[src/rtl/alu_pkg.sv]
// Shared definitions for the ALU request arbiter: datapath width, the ALU
// function codes seen on the shared port, and the arbiter FSM encoding.
package alu_pkg;

    localparam int XLEN = 64;

    // funct3 codes carried through to the ALU (no decode happens here)
    localparam logic [2:0] F3_ADD_SUB = 3'b000;
    localparam logic [2:0] F3_SLL     = 3'b001;
    localparam logic [2:0] F3_SLT     = 3'b010;
    localparam logic [2:0] F3_SLTU    = 3'b011;

    // funct7 modifier selecting SUB (ignored by the ALU for immediate ADD)
    localparam logic [6:0] FUNCT7_SUB = 7'b0100000;

    // Arbiter sequencing states
    typedef enum logic [1:0] {
        IDLE = 2'd0,
        EXEC = 2'd1,
        RESP = 2'd2
    } arb_state_t;

    // Index of the owner encoded in a one-hot two-bit grant
    function automatic logic onehot2_idx(input logic [1:0] oh);
        return oh[1];
    endfunction

endpackage

[src/rtl/alu_req_arbiter_rr_arb2.sv]
// rr_arb2: two-input winner picker for the ALU arbiter.
// Round-robin by default: on a tie the requester that did not win last
// time is chosen. Build option ALU_ARB_FIXED_PRIO_EN switches ties to a
// fixed priority for requester 0; last_grant is then not consulted.
module rr_arb2 (
    input  logic       valid0,
    input  logic       valid1,
    input  logic       last_grant,
    output logic [1:0] win
);

`ifdef ALU_ARB_FIXED_PRIO_EN
    // requester 0 always wins a tie
    always_comb begin
        win    = 2'b00;
        win[0] = valid0;
        win[1] = valid1 & ~valid0;
    end
`else
    // tie goes to whichever requester was not granted last
    always_comb begin
        win = 2'b00;
        if (valid0 && valid1) begin
            win = last_grant ? 2'b01 : 2'b10;
        end else begin
            win[0] = valid0;
            win[1] = valid1;
        end
    end
`endif

endmodule

[src/rtl/alu_req_arbiter.sv]
// alu_req_arbiter: shares one registered-output ALU between the execute
// stage (req0) and the address/branch-compare helper (req1). One operation
// is in flight at a time: accept, hold operands for ALU_LAT+1 edges,
// capture the result and return it on the owner's response channel.
// Build option ALU_ARB_FIXED_PRIO_EN (see rr_arb2) gives req0 fixed
// priority on ties; everything else is identical in both builds.
//
// state | meaning
// IDLE  | no operation owned; winner sees ready and is latched on the edge
// EXEC  | operands held on the ALU port, counting down the ALU latency
// RESP  | result held on the owner's rsp channel until it is consumed
module alu_req_arbiter #(
    parameter int XLEN    = alu_pkg::XLEN,
    parameter int ALU_LAT = 1
) (
    input  logic            CLK,
    input  logic            RST,

    input  logic            req0_valid,
    output logic            req0_ready,
    input  logic [XLEN-1:0] req0_op1,
    input  logic [XLEN-1:0] req0_op2,
    input  logic [2:0]      req0_funct3,
    input  logic [6:0]      req0_funct7,
    input  logic            req0_imm,

    input  logic            req1_valid,
    output logic            req1_ready,
    input  logic [XLEN-1:0] req1_op1,
    input  logic [XLEN-1:0] req1_op2,
    input  logic [2:0]      req1_funct3,
    input  logic [6:0]      req1_funct7,
    input  logic            req1_imm,

    output logic            rsp0_valid,
    input  logic            rsp0_ready,
    output logic [XLEN-1:0] rsp0_res,

    output logic            rsp1_valid,
    input  logic            rsp1_ready,
    output logic [XLEN-1:0] rsp1_res,

    output logic [XLEN-1:0] alu_op1,
    output logic [XLEN-1:0] alu_op2,
    output logic [2:0]      alu_funct3,
    output logic [6:0]      alu_funct7,
    output logic            alu_imm,
    input  logic [XLEN-1:0] alu_res,

    output logic [1:0]      gnt,
    output logic            busy
);

    import alu_pkg::*;

    // Counter only needs to hold ALU_LAT; keep at least one bit
    localparam int CNT_W = (ALU_LAT < 2) ? 1 : $clog2(ALU_LAT + 1);
    localparam logic [CNT_W-1:0] CNT_LOAD = CNT_W'(ALU_LAT);

    arb_state_t       state;
    arb_state_t       state_nxt;
    logic             last_grant;
    logic [1:0]       win;
    logic [1:0]       gnt_q;
    logic [CNT_W-1:0] cnt;

    logic             accept;
    logic             capture;
    logic             done;
    logic [1:0]       rsp_valid_vec;
    logic [1:0]       rsp_ready_vec;

    rr_arb2 u_pick (
        .valid0     (req0_valid),
        .valid1     (req1_valid),
        .last_grant (last_grant),
        .win        (win)
    );

    assign rsp_ready_vec = {rsp1_ready, rsp0_ready};

    // Next-state and handshake decode; ready is withheld while reset is held
    always_comb begin
        state_nxt     = state;
        accept        = 1'b0;
        capture       = 1'b0;
        done          = 1'b0;
        rsp_valid_vec = 2'b00;
        req0_ready    = 1'b0;
        req1_ready    = 1'b0;

        unique case (state)
            IDLE: begin
                if (!RST) begin
                    req0_ready = win[0];
                    req1_ready = win[1];
                    if (|win) begin
                        accept    = 1'b1;
                        state_nxt = EXEC;
                    end
                end
            end
            EXEC: begin
                if (cnt == '0) begin
                    capture   = 1'b1;
                    state_nxt = RESP;
                end
            end
            RESP: begin
                rsp_valid_vec = gnt_q;
                if (|(rsp_valid_vec & rsp_ready_vec)) begin
                    done      = 1'b1;
                    state_nxt = IDLE;
                end
            end
            default: begin
                state_nxt = IDLE;
            end
        endcase
    end

    assign rsp0_valid = rsp_valid_vec[0];
    assign rsp1_valid = rsp_valid_vec[1];
    assign gnt        = gnt_q;
    assign busy       = (state != IDLE);

    // FSM state register
    always_ff @(posedge CLK or posedge RST) begin
        if (RST) begin
            state <= IDLE;
        end else begin
            state <= state_nxt;
        end
    end

    // Ownership of the in-flight op and round-robin history (req0 wins first)
    always_ff @(posedge CLK or posedge RST) begin
        if (RST) begin
            gnt_q      <= 2'b00;
            last_grant <= 1'b1;
        end else if (accept) begin
            gnt_q      <= win;
            last_grant <= onehot2_idx(win);
        end else if (done) begin
            gnt_q      <= 2'b00;
        end
    end

    // Latch the winner's operands and hold them on the ALU port
    always_ff @(posedge CLK or posedge RST) begin
        if (RST) begin
            alu_op1    <= '0;
            alu_op2    <= '0;
            alu_funct3 <= '0;
            alu_funct7 <= '0;
            alu_imm    <= 1'b0;
        end else if (accept) begin
            if (win[0]) begin
                alu_op1    <= req0_op1;
                alu_op2    <= req0_op2;
                alu_funct3 <= req0_funct3;
                alu_funct7 <= req0_funct7;
                alu_imm    <= req0_imm;
            end else begin
                alu_op1    <= req1_op1;
                alu_op2    <= req1_op2;
                alu_funct3 <= req1_funct3;
                alu_funct7 <= req1_funct7;
                alu_imm    <= req1_imm;
            end
        end
    end

    // ALU latency down-counter; result is taken on the edge it reads zero
    always_ff @(posedge CLK or posedge RST) begin
        if (RST) begin
            cnt <= '0;
        end else if (accept) begin
            cnt <= CNT_LOAD;
        end else if (state == EXEC && cnt != '0) begin
            cnt <= cnt - CNT_W'(1);
        end
    end

    // Result capture into the owner's response register; the other keeps its value
    always_ff @(posedge CLK or posedge RST) begin
        if (RST) begin
            rsp0_res <= '0;
            rsp1_res <= '0;
        end else if (capture) begin
            if (gnt_q[0]) begin
                rsp0_res <= alu_res;
            end
            if (gnt_q[1]) begin
                rsp1_res <= alu_res;
            end
        end
    end

endmodule

[config.mk]
export PLATFORM = sky130hd
export DESIGN_NAME = alu_req_arbiter
export DESIGN_NICKNAME = d
export VERILOG_FILES = /design/src/rtl/alu_pkg.sv /design/src/rtl/alu_req_arbiter_rr_arb2.sv /design/src/rtl/alu_req_arbiter.sv
export SDC_FILE = /design/constraint.sdc
export NUM_CORES = 1
export LEC_CHECK = 0
export CORE_AREA = 5 5 242 244
export CTS_CLUSTER_DIAMETER = 100
export DETAILED_ROUTE_END_ITERATION = 10
export DIE_AREA = 0 0 247 249
export PLACE_DENSITY = 0.57
export SLEW_MARGIN = 20
export SYNTH_ARGS = -nofsm -noshare
export SYNTH_HDL_FRONTEND = slang
export SYNTH_SLANG_ARGS = --single-unit
[constraint.sdc]
create_clock -name CLK -period 14.7 [get_ports CLK]
set_input_delay 2.94 -clock CLK [delete_from_list [all_inputs] [get_ports CLK]]
set_output_delay 2.94 -clock CLK [all_outputs]
set_load 0.1 [all_outputs]
==> metrics <==
antenna violations before repair 2; Layout Nets 2,004; Root Driver clkbuf_16; Setup Crit Path Kind in2out; Worst Skew 0.0121 ns; gr ovfl total 0; Area contributors post-synth dfrtp_1, mux2_1, a31oi_2, nand3b_1, o21ai_0; top-count cell post-synth dfrtp_1; initial DRC count approximately 430; number of global-route vias before repair 12,200; via count 11,400; fmax about 0.11 GHz; top post-synthesis cells by count dfrtp_1, nand3b_1, o21ai_0; Pins Over Slew Limit 0; pin count of the biggest net entering global routing 155; die area 61,500 um^2; origin of the critical flop-to-flop path state[0]; Final setup viols 0; Yosys cell types 28; vias per inst 4.67; Net Count, Synth 1,457; Hold WC Path Type reg2reg; DRT Wirelength 52.0 mm; area delta synth->final 60.1%; Critical path origin req0_valid; TritonCTS clock tree done; Synth area leader dfrtp_1; post-CTS resize count 0; core area 56,100 um^2; Top Ports 622; Max Cap Viol 0; synth warn 0; Slew HR 0.212; Initial Util 0.232; # clock sinks between 200 and 300; Worst Tran Pin Value 1.18 ns; routed len/inst roughly 21 um; antenna fix cells 0; Core Rows 87; Avg Inst Size Synth between 10 and 15 um^2; top cell type's share of synthesized area 0.523; Synth Cell Area between 10,000 and 15,000 um^2; Max Root-Sink Buffers 3; sequential cell area fraction in the yosys report 0.525; Fin Setup TNS 0 ns; status complete, no violations; post-CTS setup buffers 0; share of layout cells above drive strength 1 0.106; Chip Width 247 um; Final Hold Vio Count 0; clk_lat worst skew 0.53 ns; Worst-path clk slew 0.05 ns; Die Span Y 249 um; CTS H-Tree Depth 2; Post-synth ARST share 1.00; WP data arrival 6.28 ns; Final ANT Viol Nets 0; residual DRC count 0; RSZ-0062 raised after global routing no; hold_sp rsp1_res[33]; Mapped Cells 1,109; critical path peak fanout 80; Synth Register Bits 273; post-cts hold buffer count 0; Final GP Congestion 0.779; Port Buffers 621; required time worst endpoint 11.76 ns; Tmin final 9.22 ns; crit share post-route 0.627; most common flop cell mapped by yosys dfrtp_1; Num CTS Buffers 34; EDFF count, synth 0; critical path endpoint category output port; Startpoint Class input port; Final HPWL DP about 37 mm; GR Util All Layers 0.161; first-pass GRT wire length 77.6 mm; drt pass-1 iters 6
state kept, by name, indices dropped and copies added, names as in the netlist, 2 cells and up:
signal	cells
alu_op1	64
rsp0_res	64
rsp1_res	64
alu_funct7	7
gnt	2
alu_op2	64
alu_funct3	3
state	2
through the flow:
step / instance area, um^2 / util / hold slack (ns) / std cells / worst slack [ns]
after floorplan: 13000 / - / 0.501 / 1109 / 4.24
after global placement: 19700 / 0.351 / 0.467 / 2376 / 5.43
after detailed placement: 19700 / 0.351 / 0.474 / 2376 / 5.41
after CTS: 20800 / 0.371 / 0.487 / 2432 / 5.41
after global routing: 20800 / 0.371 / 0.490 / 2432 / 5.35
final: 20800 / 0.371 / 0.483 / 2432 / 5.48
cell type report:
class	instances	area, um^2
Sequential cell	273	6830
Tap cell	756	946
Multi-Input combinational cell	710	5560
Fill cell	5578	35200
Inverter	3	21.3
Clock inverter	8	134
Clock buffer	48	1000
Timing Repair Buffer	634	6320
path summary, 6_finish.rpt:
check | end | slack (ns) | cells past startpoint
max reg2reg | alu_op1[63] | 11.35 | 5
max in group asynchronous | alu_op2[44] | 10.04 | 3
min in group asynchronous | state[1] | 3.20 | 2
max | req0_ready | 5.48 | 4
min reg2reg | rsp1_res[33] | 0.48 | 1
min | rsp1_res[33] | 0.48 | 1
cell usage in the layout (no fill, tap or decap), types with 2 or more instances in the layout:
cell / count
a31oi_1: 39
mux2_1: 128
and2_1: 2
a31oi_2: 100
nand2_1: 4
and2_2: 2
clkbuf_8: 10
a21oi_1: 139
clkdlybuf4s50_1: 620
clkbuf_16: 34
bufinv_16: 3
dfrtp_1: 272
o21ai_0: 140
clkinv_2: 2
nand3b_1: 140
inv_6: 2
clkbuf_1: 4
buf_4: 13
a21o_1: 4
per-layer routing:
metal,wire [um],GRT usage,vias up,share of wire
met1,19700,0.181,5579,0.38
met4,1560,0.0491,4,0.030
met3,4950,0.0617,78,0.095
met5,27,0,-,0.00052
met2,25700,0.282,464,0.49
li1,-,-,5225,-
critical path, cell delays in order:
cell and delay [ns]:
buf_4 0.73, inv_4 0.46, nor4_1 0.80, clkdlybuf4s50_1 1.28
cells by family (layout without fill, tap and decap cells):
logic type / after synthesis / count (layout) / share of synthesized area
compound gates: 424 / 424 / 0.226
flops: 273 / 273 / 0.525
simple gates: 158 / 158 / 0.0899
mux: 128 / 128 / 0.111
buf+inv: 126 / 693 / 0.0484
Power is not shown: default switching activity piles up to over one toggle a cycle in this logic, so the estimate is an artifact.
